## config.mk

```make
export PLATFORM = sky130hd
export DESIGN_NAME = arbitro_rr_pop
export DESIGN_NICKNAME = d
export VERILOG_FILES = /design/src/rtl/arbitro_rr_pop_pkg.sv /design/src/rtl/arbitro_rr_pop_rr_grant.sv /design/src/rtl/arbitro_rr_pop.sv
export SDC_FILE = /design/constraint.sdc
export NUM_CORES = 1
export LEC_CHECK = 0
export BUFFER_PORTS_ARGS = -buffer_cell sky130_fd_sc_hd__buf_2
export CAP_MARGIN = 20
export CORE_ASPECT_RATIO = 2
export CORE_MARGIN = 2
export CORE_UTILIZATION = 48
export CTS_BUF_LIST = sky130_fd_sc_hd__clkbuf_8
export DETAILED_ROUTE_END_ITERATION = 6
export PLACE_DENSITY = 0.83
export SYNTH_ARGS = -nofsm -noshare
export SYNTH_HDL_FRONTEND = slang
export SYNTH_SLANG_ARGS = --single-unit
```

## constraint.sdc

```tcl
create_clock -name clk -period 3.2 [get_ports clk]
set_clock_uncertainty 0.2 [all_clocks]
set_input_delay 0.48 -clock clk [delete_from_list [all_inputs] [get_ports clk]]
set_output_delay 0.48 -clock clk [all_outputs]
set_load 0.1 [all_outputs]
```

## src/rtl/arbitro_rr_pop_pkg.sv

```systemverilog
`default_nettype none
// +----------------------------------------------------------------------+
// | arbitro_rr_pop_pkg                                                   |
// | Shared widths, destination field position and one-hot helper.       |
// | Revision: 1.0                                                        |
// +----------------------------------------------------------------------+
package arbitro_rr_pop_pkg;

  localparam int unsigned C_DATA_WIDTH = 10;
  localparam int unsigned C_NUM_PORTS  = 4;
  localparam int unsigned C_PTR_WIDTH  = 2;
  localparam int unsigned C_DEST_MSB   = C_DATA_WIDTH - 1;
  localparam int unsigned C_DEST_LSB   = C_DATA_WIDTH - 2;

  typedef logic [C_PTR_WIDTH-1:0] ptr_t;

  function automatic logic [C_NUM_PORTS-1:0] f_onehot(input ptr_t idx);
    logic [C_NUM_PORTS-1:0] v;
    v      = '0;
    v[idx] = 1'b1;
    return v;
  endfunction

endpackage
`default_nettype wire

```

## src/rtl/arbitro_rr_pop_rr_grant.sv

```systemverilog
`default_nettype none
// +----------------------------------------------------------------------+
// | rr_grant                                                             |
// | Combinational round-robin priority encoder starting at i_ptr.       |
// | Revision: 1.0                                                        |
// +----------------------------------------------------------------------+
module rr_grant
  import arbitro_rr_pop_pkg::*;
(
  input  logic [C_NUM_PORTS-1:0] i_req,
  input  ptr_t                   i_ptr,
  output logic [C_NUM_PORTS-1:0] o_gnt,
  output ptr_t                   o_gnt_idx,
  output logic                   o_any
);

  ptr_t w_idx;
  logic w_found;

  always_comb begin
    o_gnt     = '0;
    o_gnt_idx = '0;
    o_any     = 1'b0;
    w_idx     = '0;
    w_found   = 1'b0;
    // Scan i_ptr, i_ptr+1, ... with natural 2-bit wrap.
    for (int k = 0; k < C_NUM_PORTS; k++) begin
      w_idx = i_ptr + k[C_PTR_WIDTH-1:0];
      if (!w_found && i_req[w_idx]) begin
        w_found   = 1'b1;
        o_gnt     = f_onehot(w_idx);
        o_gnt_idx = w_idx;
      end
    end
    o_any = w_found;
  end

endmodule
`default_nettype wire

```

## src/rtl/arbitro_rr_pop.sv

```systemverilog
`default_nettype none
// +----------------------------------------------------------------------+
// | arbitro_rr_pop                                                       |
// | Round-robin pop of four input FIFOs, routed by destination field.   |
// | Revision: 1.0                                                        |
// +----------------------------------------------------------------------+
module arbitro_rr_pop
  import arbitro_rr_pop_pkg::*;
#(
  parameter int unsigned DATA_WIDTH = C_DATA_WIDTH,
  parameter int unsigned NUM_PORTS  = C_NUM_PORTS
) (
  input  logic                            clk,
  input  logic                            reset,
  input  logic                            enable,
  input  logic [NUM_PORTS-1:0]            fifo_empty,
  input  logic [NUM_PORTS*DATA_WIDTH-1:0] fifo_data_in,
  input  logic [NUM_PORTS-1:0]            out_almost_full,
  output logic [NUM_PORTS-1:0]            pop,
  output logic [NUM_PORTS-1:0]            push,
  output logic [DATA_WIDTH-1:0]           data_out,
  output logic                            idle
);

  logic [NUM_PORTS-1:0]  w_gnt;
  ptr_t                  w_gnt_idx;
  logic                  w_any;
  logic                  w_can_pop;
  logic [DATA_WIDTH-1:0] w_word;
  ptr_t                  w_dest;

  ptr_t                  r_rr_ptr;
  ptr_t                  r_grant_d;
  logic                  r_grant_valid_d;
  logic [NUM_PORTS-1:0]  r_push;
  logic [DATA_WIDTH-1:0] r_data_out;

  rr_grant u_rr_grant (
    .i_req     (~fifo_empty),
    .i_ptr     (r_rr_ptr),
    .o_gnt     (w_gnt),
    .o_gnt_idx (w_gnt_idx),
    .o_any     (w_any)
  );

  // Any almost-full blocks every pop: the destination is unknown until read.
  assign w_can_pop = enable & ~reset & ~(|out_almost_full) & ~(&fifo_empty);
  assign pop       = (w_can_pop && w_any) ? w_gnt : '0;

  always_comb begin
    w_word = '0;
    for (int i = 0; i < NUM_PORTS; i++) begin
      if (r_grant_d == i[C_PTR_WIDTH-1:0]) begin
        w_word = fifo_data_in[i*DATA_WIDTH +: DATA_WIDTH];
      end
    end
  end

  assign w_dest = w_word[DATA_WIDTH-1 -: C_PTR_WIDTH];

  always_ff @(posedge clk) begin
    if (reset) begin
      r_rr_ptr        <= '0;
      r_grant_d       <= '0;
      r_grant_valid_d <= 1'b0;
      r_push          <= '0;
      r_data_out      <= '0;
    end else begin
      if (w_can_pop && w_any) begin
        r_rr_ptr        <= w_gnt_idx + 2'd1;
        r_grant_d       <= w_gnt_idx;
        r_grant_valid_d <= 1'b1;
      end else begin
        r_grant_valid_d <= 1'b0;
      end
      // The popped word appears one cycle after its pop.
      if (r_grant_valid_d) begin
        r_data_out <= w_word;
        r_push     <= f_onehot(w_dest);
      end else begin
        r_push     <= '0;
      end
    end
  end

  assign push     = r_push;
  assign data_out = r_data_out;
  assign idle     = (&fifo_empty) & ~r_grant_valid_d & ~(|r_push);

endmodule
`default_nettype wire

```

==> results.cfg, run 1 <==
[outcome]
status = finished, final reports clean

[timing]
fin_crit_sh_pct = 95.7
rsz0062_at_grt = false
setup_viol = 0
tightest_slew_ns = 0.717
slew_headroom_pct = 52.1
drv_slew = 0
min_period_ns = 3.06
max_freq_ghz = 0.327
hold_viol_final = 0
final.setup.worst_slack_ns = 0.138

[placement]
place_ws_ns = 0.338
dp.cells = 237
placed_area_mm2 = 0.00188
port_buffers = 69
hpwl_um = 3010
globalplace.congestion = 0.765

[drt]
wirelength_um = 3730
drtAntennaViolNets = 0
drt_first_pass_iters = 4
vias = 1409
wl_per_cell_um = 15.5
avgViaCountPerCell = 5.85
drc = 0
dr.first_iter.drc_count = 25

[run]
drv_cap = 0

[power_and_ir_drop]
swShare_pct = 25.3
intPower_mw = 0.378
p_per_area_mw_per_mm2 = 260
leakage_nw = 0.804
p_switching_mw = 0.128
finalPower_mw = 0.506
clkPwrFrac_pct = 30.9
seqPwrFrac_pct = 47.6
power_frac_comb_pct = 21.5
vdd_drop_max_v = 0.000162

[critical_path]
worstPathCellList = inv_1 > ha_4 > mux4_2 > nor2b_4 > a22o_1 > mux2i_1 > a21oi_4 > buf_12
cpPeakStageDelay_ns = 0.49
crit_path_end_kind = output pin
crit_family = multiplexers
required_ns = 2.52
cp_max_fo = 7
arrival_ns = 2.38
critical_path_buf_inv_count = 2
cpMaxStageDelayCell = mux4_2
worstSetupStartpointType = register
worstSetupPathType = register to output pin

[die]
core_mm2 = 0.00291
die_x_um = 42.8
die_y_um = 81.6
ioPinCount = 70
dieArea_mm2 = 0.00349
start_util_pct = 49.7
row_count = 28

[cts]
cts.htree.levels = 1
cts_tree = built
cts_sinks = 19
clock-root-buffer = clkbuf_8
clock_latency_ns = 0.25
numCtsBuffers = 3
cts.clk_slew.worst_paths_ns = 0.07
clockBufferDepth = 2

[final_layout]
area_growth_pct = 34.7
utilization_pct = 66.9
n_antenna_cell = 0
finish.cell_count_without_fillers = 241
drive_above_1_share_pct = 46.9
design_area_mm2 = 0.00194
mostFrequentLayoutCells = buf_2 (65), dfxtp_1 (19), mux2i_1 (18), nor2_1 (18), mux4_2 (12)
nNetsFinal = 267
mostFrequentLayoutCell = buf_2

[logic_synthesis]
mappedNetlistArea_mm2 = 0.00144
syn-num-nets = 203
yosysSeqAreaShare_pct = 26.3
syn_area_per_cell_um2 = 9.76
synth-seq-cells = 19
synth_cell_types = 39
yosys_warnings = 0
netlist_instances = 148

[global_routing]
grt_max_degree = 19
antenna_found_initial = 0
grt_pass1_wl_um = 6350
overflow = 0
grt_pass1_vias = 1454
grt_use_total_pct = 23.7

[worst_hold_path]
hp-class = register to register
power groups by stage:
stage	logic [mW]	clock network, mW	registers, mW
6_report	0.109	0.156	0.241
5_1_grt	0.118	0.172	0.241
4_1_cts	0.108	0.162	0.241
3_5_place_dp	0.108	0	0.246
3_3_place_gp	0.105	0	0.246
2_1_floorplan	0.0620	0	0.252
path summary, 6_finish.rpt:
kind,start,to,slack [ns],cells past startpoint
setup / recovery,r_rr_ptr[0]$_SDFFE_PP0P_,pop[3],0.14,8
hold / removal,data_out[4]$_SDFFE_PP0P_,data_out[4]$_SDFFE_PP0P_,0.29,2
setup reg to reg,r_rr_ptr[0]$_SDFFE_PP0P_,r_rr_ptr[1]$_SDFFE_PP0P_,0.62,7
hold reg to reg,data_out[4]$_SDFFE_PP0P_,data_out[4]$_SDFFE_PP0P_,0.29,2
sequential cells by signal, indices dropped and copies added (netlist names):
register	count
data_out	10
push	4
r_grant_d	2
r_grant_valid_d	1
r_rr_ptr	2
cells by family after synthesis:
group	share of synthesized area (%)
AOI/OAI and AO/OA	11.7
xor gates and xnor gates	0.607
adders and majority gates	3.47
buffers and inverters	5.20
DFF	26.3
muxes	32.8
and+or+nand+nor	19.9
worst reg2reg max path: stages, from the launching register on:
cell	delay [ns]
dfxtp_1	0.33
inv_1	0.10
ha_4	0.32
mux4_2	0.49
nor2b_4	0.16
or3_1	0.37
and2_4	0.18
a2111oi_2	0.32
area by class of cell:
type                       count  area (um2)
multi-input combinational    111        1040
fill                         250         963
timing repair buffer          73         423
sequential                    19         380
clock buffer                   3        41.3
tap                           30        37.5
inverter                       4        15.0
clock inverter                 1        3.75
metal layers:
layer	GRT usage [%]	part of all wire, %
met5	0	0
met3	3.96	6.1
met2	46.7	58
met1	22.2	34
met4	12.2	1.6
metrics by stage:
| step | TNS, ns | hold WS [ns] |
|---|---|---|
| CTS | 0 | 0.297 |
| floorplan | -0.391 | 0.404 |
| detailed placement | 0 | 0.281 |
| finish | 0 | 0.290 |
| global placement | 0 | 0.268 |
| global route | 0 | 0.316 |
cell usage after synthesis:
cell type / n / area, um2
dfxtp_1: 19 / 380
mux2i_1: 18 / 180
nor2_1: 18 / 67.6
mux4_2: 12 / 270
clkbuf_1: 9 / 33.8
o21ai_0: 8 / 40.0
a21oi_1: 5 / 25.0
a22o_1: 4 / 35.0
ha_1: 4 / 50.1
inv_1: 4 / 15.0
nand4_1: 4 / 25.0
buf_2: 3 / 15.0
nor3_1: 3 / 15.0
o211ai_1: 3 / 22.5
a21boi_0: 2 / 15.0
and3b_1: 2 / 17.5
mux2_2: 2 / 22.5
nand2_1: 2 / 7.51
nand3b_1: 2 / 15.0
nor2b_1: 2 / 12.5
nor3b_1: 2 / 15.0
nor4b_1: 2 / 17.5
or3_1: 2 / 12.5
a2111oi_2: 1 / 15.0
a211oi_1: 1 / 7.51
a221oi_1: 1 / 8.76
and2_4: 1 / 8.76
and3_1: 1 / 6.26
and4_1: 1 / 8.76
buf_1: 1 / 3.75
buf_4: 1 / 7.51
nand2b_1: 1 / 6.26
nand3_1: 1 / 5.00
nand4b_1: 1 / 8.76
nor2b_4: 1 / 13.8
nor4bb_1: 1 / 10.0
or2b_1: 1 / 7.51
or4_1: 1 / 7.51
xnor2_1: 1 / 8.76
timing repair:
item,4_1_cts,5_1_grt
setup endpoints to repair,0,4
hold buffers,0,0
setup buffers,0,0
resized for setup,0,4
(Power assumes the default switching activity.)
==> run 2: changes to the inputs <==
--- a/config.mk
+++ b/config.mk
@@ -11,6 +11,7 @@
 export CORE_MARGIN = 2
 export CORE_UTILIZATION = 48
 export CTS_BUF_LIST = sky130_fd_sc_hd__clkbuf_8
+export CTS_CLUSTER_DIAMETER = 30
 export DETAILED_ROUTE_END_ITERATION = 6
 export PLACE_DENSITY = 0.83
 export SYNTH_ARGS = -nofsm -noshare
==> constraint.sdc (replaced) <==
create_clock -name clk -period 3.2 [get_ports clk]
set_clock_uncertainty 0.2 [all_clocks]
set_input_delay 0.48 -clock clk [delete_from_list [all_inputs] [get_ports clk]]
set_output_delay 0.48 -clock clk [all_outputs]
set_load 0.02 [all_outputs]
==> run 2 against run 1 <==
Against the previous run:
- clock power is 4% higher
- combinational power is 11% lower
- wire length is 6.0% lower
- critical path depth is 1 higher
- first-iteration DRC count is 96% higher
- non-clock buffer count is 1 lower
- cell area is 4.8% lower
- power is 1.3% lower
- critical path type unchanged
- critical endpoint unchanged
- largest cell class unchanged
- highest routed layer unchanged
==> results.cfg, run 2 (synthesis gave the netlist of run 1 again) <==
[critical_path]
crit_top_cell = mux2i_1
rr_worst_depth = 7
crit_path_end_kind = output pin
worstSetupPathType = register to output pin
reg2reg_from = r_rr_ptr[0]$_SDFFE_PP0P_
worstPathCellList = inv_1 > ha_1 > buf_4 > mux2i_1 > mux2_2 > a22o_1 > mux2i_1 > a21oi_2 > buf_2
cpPeakStageDelay_ns = 0.33
worstSetupStartpointType = register
cp_max_fo = 13
required_ns = 2.52
arrival_ns = 2.26
cpMaxStageDelayCell = dfxtp_1
r2r_slack_ns = 0.63
rr_endpoint = r_rr_ptr[1]$_SDFFE_PP0P_

[global_routing]
antenna_found_initial = 0
grt_pass1_vias = 1342
overflow = 0
grt_use_total_pct = 22.0
grt_pass1_wl_um = 5950
grt_max_degree = 19

[final_layout]
mostFrequentLayoutCell = buf_2
utilization_pct = 63.6
drive_above_1_share_pct = 46.2
nNetsFinal = 266
area_growth_pct = 28.2
mostFrequentLayoutCells = buf_2 (69), dfxtp_1 (19), mux2i_1 (18), nor2_1 (18), mux4_2 (12)
n_antenna_cell = 0
design_area_mm2 = 0.00185
largest_reg_flops = 10

[power_and_ir_drop]
vdd_drop_max_v = 0.000220
leakage_nw = 0.788
p_per_area_mw_per_mm2 = 270

[drt]
dr.first_iter.drc_count = 49
wirelength_um = 3510
drc = 0
wl_per_cell_um = 14.6
vias = 1393
avgViaCountPerCell = 5.80
drt_first_pass_iters = 4
drtAntennaViolNets = 0

[cts]
cts_tree = built
clock-root-buffer = clkbuf_8
post_cts_buffers = 0
cts.htree.levels = 1
cts.clk_slew.worst_paths_ns = 0.07
cts_sinks = 19
numCtsBuffers = 3
clockBufferDepth = 2
ctsHoldBuffers = 0
clock_latency_ns = 0.25

[timing]
max_freq_ghz = 0.340
slew_headroom_pct = 53.6
tns_ns = 0
tightest_slew_ns = 0.695
setup_viol = 0
rsz0062_at_grt = false
min_period_ns = 2.94
drv_slew = 0
hold_viol_final = 0
final.setup.worst_slack_ns = 0.255
fin_crit_sh_pct = 92.0

[worst_hold_path]
whs_path_depth = 2
min-delay-start = data_out[7]$_SDFFE_PP0P_
hold-path-endpoint = data_out[7]$_SDFFE_PP0P_
hp-class = register to register

[placement]
port_buffers = 69
hpwl_um = 2840
globalplace.congestion = 0.802
place_ws_ns = 0.474
placed_area_mm2 = 0.00180

[run]
drv_cap = 0

[die]
die_y_um = 81.6
start_util_pct = 49.7
core_mm2 = 0.00291
dieArea_mm2 = 0.00349
row_count = 28
ioPinCount = 70
die_x_um = 42.8

[outcome]
status = finished, final reports clean
run 2: cell types whose count changed in the layout (fill, tap and decap cells not counted), moves of 2 or more:
cell / previous run / this run
buf_12: 3 / 0
a21oi_4: 3 / 0
buf_2: 65 / 69
buf_4: 5 / 3
a21oi_2: 1 / 4
run 2: report_power, final:
part | switching [mW] | internal (mW) | leakage, nW
registers | 0.00268 | 0.238 | 0.153
logic | 0.0434 | 0.0534 | 0.609
clock network | 0.0754 | 0.0863 | 0.0255
run 2: repair_timing:
item,4_1_cts,5_1_grt
gates resized for setup,0,1
hold endpoints to repair,0,0
endpoints found under the setup margin,0,4
run 2: cell type report:
type,count,area [um2]
clock buffers,3,41.3
flip-flops and latches,19,380
fillers,256,1060
repair buffers,72,368
multi-input cells,111,1000
inverters,4,15.0
clock inverters,1,5.00
well taps,30,37.5
run 2: worst max path at each step:
stage          slack (ns)                      from      to
6_report             0.26  r_rr_ptr[0]$_SDFFE_PP0P_  pop[3]
5_1_grt              0.07  r_rr_ptr[0]$_SDFFE_PP0P_  pop[1]
4_1_cts              0.21  r_rr_ptr[0]$_SDFFE_PP0P_  pop[2]
3_5_place_dp         0.47  r_rr_ptr[0]$_SDFFE_PP0P_  pop[2]
3_3_place_gp         0.55  r_rr_ptr[0]$_SDFFE_PP0P_  pop[2]
2_1_floorplan        0.06  r_rr_ptr[0]$_SDFFE_PP0P_  pop[0]
run 2: per-layer routing:
layer  track usage [%]  up-vias  part of all wire, %
met3              3.52        4                  5.6
met5                 0        -                    0
met4              9.06        0                  1.7
met2              43.9       46                   58
met1              21.2      664                   34
li1                  -      679                    -
run 2: worst max-delay path: cells and delay by family (launching register included):
family                     cells  cell delay, ns
muxes                          3            0.62
buffers and inverters          3            0.44
DFF                            1            0.33
adders and majority gates      1            0.33
AOI/OAI and AO/OA              2            0.31
run 2: through the flow:
step / hold slack, ns / instances / power, mW
floorplan: 0.383 / 148 / 0.303
global placement: 0.268 / 236 / 0.340
detailed placement: 0.279 / 236 / 0.343
CTS: 0.295 / 240 / 0.500
global route: 0.315 / 240 / 0.520
finish: 0.288 / 240 / 0.499
